File: config.mk
export PLATFORM = sky130hd
export DESIGN_NAME = reg_bank_8
export DESIGN_NICKNAME = d
export VERILOG_FILES = /design/src/rtl/reg_bank_8.sv
export SDC_FILE = /design/constraint.sdc
export NUM_CORES = 1
export LEC_CHECK = 0
export CAP_MARGIN = 20
export CORE_MARGIN = 5
export CORE_UTILIZATION = 48
export CTS_CLUSTER_SIZE = 14
export DETAILED_ROUTE_END_ITERATION = 7
export GPL_TIMING_DRIVEN = 0
export PLACE_DENSITY = 0.78
export SLEW_MARGIN = 20
export SYNTH_ARGS = -nofsm -noshare
export SYNTH_HDL_FRONTEND = slang
export SYNTH_SLANG_ARGS = --single-unit
File: constraint.sdc
create_clock -name clk -period 3.01 [get_ports clk]
set_input_delay 0.602 -clock clk [delete_from_list [all_inputs] [get_ports clk]]
set_output_delay 0.602 -clock clk [all_outputs]
set_load 0.005 [all_outputs]
File: src/rtl/reg_bank_8.sv
// Eight-entry register bank feeding the datapath 8:1 mux, with a single-op
// command port and a multi-cycle clear-all sweep guarded by busy.
module reg_bank_8 #(
    parameter int N = 8
) (
    input  logic         clk,
    input  logic         rst_n,
    input  logic         en,
    input  logic [2:0]   op,
    input  logic [2:0]   addr,
    input  logic [2:0]   src,
    input  logic [N-1:0] din,
    output logic         busy,
    output logic         ack,
    output logic         done,
    output logic         zf,
    output logic [N-1:0] r0,
    output logic [N-1:0] r1,
    output logic [N-1:0] r2,
    output logic [N-1:0] r3,
    output logic [N-1:0] r4,
    output logic [N-1:0] r5,
    output logic [N-1:0] r6,
    output logic [N-1:0] r7
);

    localparam logic [2:0] OP_LOAD   = 3'b001;
    localparam logic [2:0] OP_CLR    = 3'b010;
    localparam logic [2:0] OP_INC    = 3'b011;
    localparam logic [2:0] OP_DEC    = 3'b100;
    localparam logic [2:0] OP_MOV    = 3'b101;
    localparam logic [2:0] OP_CLRALL = 3'b110;

    typedef enum logic {IDLE, SWEEP} state_t;

    state_t       state;
    logic [2:0]   cnt;
    logic [N-1:0] regs [8];
    logic [N-1:0] wval;
    logic         wr;

    assign r0 = regs[0];
    assign r1 = regs[1];
    assign r2 = regs[2];
    assign r3 = regs[3];
    assign r4 = regs[4];
    assign r5 = regs[5];
    assign r6 = regs[6];
    assign r7 = regs[7];

    // Next value for the destination; MOV reads the pre-edge source value.
    always_comb begin
        wval = regs[addr];
        wr   = 1'b1;
        case (op)
            OP_LOAD: wval = din;
            OP_CLR:  wval = '0;
            OP_INC:  wval = regs[addr] + N'(1);
            OP_DEC:  wval = regs[addr] - N'(1);
            OP_MOV:  wval = regs[src];
            default: wr   = 1'b0;
        endcase
    end

    always_ff @(posedge clk or negedge rst_n) begin
        if (!rst_n) begin
            state <= IDLE;
            cnt   <= '0;
            busy  <= 1'b0;
            ack   <= 1'b0;
            done  <= 1'b0;
            zf    <= 1'b0;
            for (int i = 0; i < 8; i++) regs[i] <= '0;
        end else begin
            ack  <= 1'b0;
            done <= 1'b0;
            case (state)
                IDLE: begin
                    if (en) begin
                        if (op == OP_CLRALL) begin
                            state <= SWEEP;
                            cnt   <= '0;
                            busy  <= 1'b1;
                        end else begin
                            ack <= 1'b1;
                            if (wr) begin
                                regs[addr] <= wval;
                                zf         <= (wval == '0);
                            end
                        end
                    end
                end
                SWEEP: begin
                    regs[cnt] <= '0;
                    cnt       <= cnt + 3'd1;
                    if (cnt == 3'd7) begin
                        state <= IDLE;
                        busy  <= 1'b0;
                        done  <= 1'b1;
                        ack   <= 1'b1;
                        zf    <= 1'b1;
                    end
                end
                default: state <= IDLE;
            endcase
        end
    end

endmodule

Word level (Yosys, flattened, before mapping)
Cells that the tools add are included.
{"block": "totals", "register_bits": 72, "in_bits": 20, "output_inout_bits": 68, "elab_cells": 86}
{"block": "op_classes", "addsub": 3, "order_cmp": 5, "eq_ne": 12, "mux": 38, "bitwise_logic": 6, "n_reduce_logical": 8}
{"operator": "two-way mux 64 bit", "n": 3}
{"operator": "case mux 64 bit (2 select lines)", "n": 1}
{"operator": "bitwise AND 64 bit", "n": 1}
{"operator": "bitwise mux 64 bit", "n": 1}
{"operator": "inverter 64 bit", "n": 1}
{"operator": "binary-select mux 8 bit (select 3 bit)", "n": 2}
{"operator": "demux 8 bit (select 3 bit)", "n": 2}
{"operator": "two-way mux 8 bit", "n": 6}
{"operator": "case mux 8 bit (5 select lines)", "n": 1}
{"operator": "two-way mux 1 bit", "n": 15}
{"operator": "== test 3 bit, second input constant", "n": 4}
{"operator": ">= comparator 4 bit, second input constant", "n": 3}
{"operator": "inverter 3 -> 4 bit", "n": 3}
{"operator": "adder 8 x 1 -> 8 bit, second input constant", "n": 1}
{"operator": "logical NOT 8 bit", "n": 1}
{"operator": "less-than comparator 4 x 1 -> 1 bit, second input constant", "n": 2}
{"operator": "inequality test 2 bit, second input constant", "n": 4}
{"operator": "case mux 1 bit (2 select lines)", "n": 4}
{"operator": "subtractor 8 x 1 -> 8 bit, second input constant", "n": 1}
{"operator": "== test 3 x 2 -> 1 bit, second input constant", "n": 2}
{"operator": "two-way mux 3 bit", "n": 2}
{"operator": "case mux 3 bit (2 select lines)", "n": 1}
{"operator": "AND reduction 3 bit", "n": 2}
{"operator": "OR reduction 5 bit", "n": 1}
{"operator": "7 further kinds", "n": 8}

Logic depth before layout (Yosys ltp)
{"block": "logic_depth", "ltp_word": 11, "ltp_mapped": 16, "mapped_depth_nobuf": 12}

Worst setup path before layout
Ideal clock, no wire load.
{"block": "synth_path", "path_kind": "input to register", "from": "in addr[2]", "to": "reg regs, in the netlist r6[6]", "setup_ns": 0.083, "t_arrival_ns": 3.941, "required_ns": 2.927, "setup_slack_ns": -1.013, "path_stages": 16, "n_path_buf": 5, "cell_sequence": "buf_2 buf_2 clkbuf_1 clkbuf_1 nand3_1 and3_1 o22ai_1 ha_1 a21o_1 a31oi_1 o311ai_0 a311oi_1 or4_1 or2_2 clkbuf_1 o21ai_0"}
{"block": "synth_between", "elab_chain_cells": 11, "elab_cells_between_ends": 17, "classes_between": "add/sub: 2; order compare: 2; mux: 11; bitwise: 1; reduce/logical: 1"}
{"item": "start, declared", "line_no": "10", "rtl": "input logic [2:0] addr,"}
{"item": "inverter 3 -> 4 bit (not written as such) (*)"}
{"item": "binary-select mux 8 bit (select 3 bit)", "line_no": "53, 58, 59"}
{"item": "two-way mux 8 bit (not written as such) (2 in a row)", "line_no": "53, 58, 59"}
{"item": "subtractor 8 x 1 -> 8 bit or adder 8 x 1 -> 8 bit (tied branches)", "line_no": "59, 58"}
{"item": "case mux 8 bit (5 select lines)", "line_no": "55", "rtl": "case (op)"}
{"item": "bitwise mux 64 bit (*)", "line_no": "87", "rtl": "regs[addr] <= wval;"}
{"item": "two-way mux 64 bit (*)", "line_no": "86", "rtl": "if (wr) begin"}
{"item": "two-way mux 64 bit (*)", "line_no": "80", "rtl": "if (op == OP_CLRALL) begin"}
{"item": "two-way mux 64 bit (*)", "line_no": "79", "rtl": "if (en) begin"}
{"item": "case mux 64 bit (2 select lines) (*)", "line_no": "77", "rtl": "case (state)"}
{"item": "end signal, assigned by index", "line_no": "87"}
{"item": "end, declared", "line_no": "38", "rtl": "logic [N-1:0] regs [8];"}
Mark *: on every way between the ends. The rest lies on a longest branch, timed or not. The select of a mux whose other input is x is not followed.
A chain may end at the register's enable or synchronous reset.

Worst setup path in the final report
{"block": "layout_path", "from": "in addr[1]", "to": "reg regs, in the netlist r3[4]"}
Same word-level chain as after synthesis.

==> metrics <==
post-layout util=0.720; Critical Path Slowest Stage Cell=mux4_2; Max H-tree Level=3; synthesized area divided by synthesized cell count=~11 µm²; n_diodes=0; I/O pin count=88; Min Clock Period, post-route=~3.4 ns; area inside the core boundary=between 9000 and 10,000 µm²; Post-synth top flop=dfrtp_1; number of buffer cells added on primary ports=82; capturing element type of the critical path=flip-flop; most frequent cells in the layout=78 x clkdlybuf4s50_1, 72 x dfrtp_1, 44 x a22o_1; insertion delay to the later sink of the worst-skew pair=0.36 ns; placed wire-length estimate=about 11,000 µm; cells after synthesis=427; buffer type at the clock tree root=clkbuf_8; final-report max-slew violation count=0; peak fanout along the critical path=6; most area-consuming cells after synthesis=dfrtp_1 39%, mux4_2 12%, a22o_1 8.4%, mux2i_1 2.8%, nand2_1 2.3%; fill count=~640; Max Clk Rate=0.296 GHz; Crit path buffers/inverters=3; gp weighted congestion=between 0.8 and 0.9; final count of hold timing violations=0; relative slew slack=0.475; final period utilization=1.12; Area after DPL=a little under 6000 µm²; Via density=6.62; dominant cell type by area after synthesis=dfrtp_1; final wirelength=about 17,000 µm; total setup violations reported at the end of the flow=33; power density normalized to cell area=between 600 and 700 nW/µm²; horizontal die dimension=108 µm; unrepaired setup endpoints after global routing=yes; number of flip-flops and latches in the synthesized netlist=approximately 70; proportion of netlist area held by the largest area contributor=0.394; Required @ worst endpoint=approximately 3.3 ns; initial DRC count=555; cell chain of the critical path=buf_12, buf_12, mux4_2, mux2_4, fa_2, a21o_1, a211oi_1, a211oi_1, a2111oi_2, o21ai_4, buf_4, a22o_1; Area growth, synth to finish=46.1%; failing checks=negative setup slack; Peak supply drop=0.000540 V; routed length per instance=24.7 µm; largest net degree at the start of global routing=between 50 and 60; Total Power Consumption=around 4.7 mW; Initial Utilization=0.493; number of flops mapped to enable cells by yosys=0; number of search-and-repair iterations in the first detailed-routing pass=5; most common library cell in the layout ignoring fill and taps=clkdlybuf4s50_1; vias after detailed routing=about 4,600; setup skew after layout=0.0104 ns; worst setup slack after layout=-0.370 ns; count of unique library cells instantiated by Yosys=57; max incr delay on CP=~0.48 ns; Startpoint Class=input port; Design Area, Final=6690 µm²; total congestion overflow=0; number of global-route vias before repair=4,586; placement-stage worst setup slack=-1.66 ns; post-synthesis instance area=approximately 4600 µm²; share of post-route cells with drive strength above 1=0.294; Data arrival, critical path=~3.6 ns; fraction of synthesis flops using an asynchronous set or reset pin=1.00; DRC violations left=0; maximum buffer depth of the clock tree=2; leakage component of the power=between 2 and 3 nW; net total in the final layout=about 600; Worst-Margin Slew=0.781 ns; syn_nets=between 400 and 500; global-route wire length before repair=26,200 µm; Setup CP Type=in2reg; Sinks on Clock Net=72; category of cells accounting for the largest share of critical-path delay=compound AO/OA/AOI/OAI gates; reported max-cap violation count=0; share of the yosys chip area belonging to registers=0.394; Clk pin slew, worst setup/hold paths=~0.080 ns; antenna violations before repair=0; status=finished, violations left; TritonCTS clock tree=built; TritonCTS buffer count=9; DIE AREA=about 12,000 µm²; HP Class=in2async; number of nets still failing antenna checks after routing=0; Sum Neg Setup Slack=-8.86 ns; die extent in y=108 µm; number of standard-cell rows in the floorplan=35; number of warnings printed during yosys synthesis=0; total track usage=0.299
-- final timing paths --
kind	endpoint	slack, ns	cells after the start	start
max in group asynchronous	r2[1]	2.34	2	rst_n
min in group clk	r7[3]	0.55	2	r7[3]
worst max register to register	r3[4]	-0.36	10	r4[1]
worst min-delay path	r6[5]	0.12	1	rst_n
worst max-delay path	r3[4]	-0.37	12	addr[1]
worst min register to register	r7[3]	0.55	2	r7[3]
-- cells by family (layout without fill, tap and decap cells) --
logic type               after synthesis  in the layout  share of synthesized area
XOR/XNOR                               3              3                    0.00574
AO/OA/AOI/OAI                        139            139                      0.231
multiplexers                          48             48                      0.180
adder cells (fa/ha/maj)                9              9                     0.0262
buffers and inverters                 43            179                     0.0380
AND/OR/NAND/NOR                      113            114                      0.125
flip-flops                            72             72                      0.394
-- where the power goes --
group          leakage [nW]  internal, mW  total [mW]  switching (mW)
combinational          1.80          1.13        2.31            1.18
sequential            0.958          1.21        1.49           0.285
clock                 0.108         0.490       0.866           0.376
-- what timing repair did --
item                       in CTS  in global routing
hold buffers                    0                  0
resized for setup              60                 17
setup endpoints to repair      62                 51
gates cloned                    2                  0
pin swaps                      45                 10
buffers inserted               33                  6
-- through the flow --
step,hold slack [ns],std cells
6_report,0.119,693
5_1_grt,0.147,693
4_1_cts,0.134,687
3_5_place_dp,0.509,639
3_3_place_gp,0.521,638
2_1_floorplan,0.306,427
-- flip-flops by register name, indices dropped and copies added, names as in the netlist --
name,count
r3,8
ack,1
r2,8
r1,8
r5,8
done,1
r0,8
r6,8
state,1
r4,8
busy,1
cnt,3
zf,1
r7,8
-- Yosys cell counts (6+ instances only) --
cell	number
a21o_1	9
dfrtp_1	72
mux2i_1	13
a22o_1	44
inv_1	14
o2bb2ai_1	8
and3_1	6
mux2_2	9
clkbuf_1	20
nor2_1	26
nand2b_1	8
mux4_2	24
nand2_1	28
nor2b_1	8
ha_1	8
nand3_1	8
o21ai_0	20
a21oi_1	14
and2_1	6
-- cell type report --
class / instances / area, µm² / share of cell area
plain buffers: 26 / 236 / 0.0354
clock buffers: 13 / 149 / 0.0223
clock inverters: 3 / 65.1 / 0.00973
inverters: 14 / 52.6 / 0.00786
multi-input cells: 313 / 2990 / 0.447
flip-flops and latches: 72 / 1800 / 0.269
well taps: 129 / 161 / 0.0241
repair buffers: 123 / 1230 / 0.184
-- layer usage --
layer  global-route usage  share of wire
met1                0.391           0.37
met3               0.0804           0.12
met4                0.126          0.038
met2                0.468           0.47
met5                    0              0
-- worst reg2reg max path: cells and delay by family (launching register included) --
| kind | cells | cell delay (ns) |
|---|---|---|
| muxes | 2 | 0.79 |
| DFF | 1 | 0.42 |
| adders and majority gates | 1 | 0.44 |
| buffers and inverters | 1 | 0.18 |
| AOI/OAI and AO/OA | 6 | 1.44 |
Note: power is estimated with default switching activity, not from simulation.
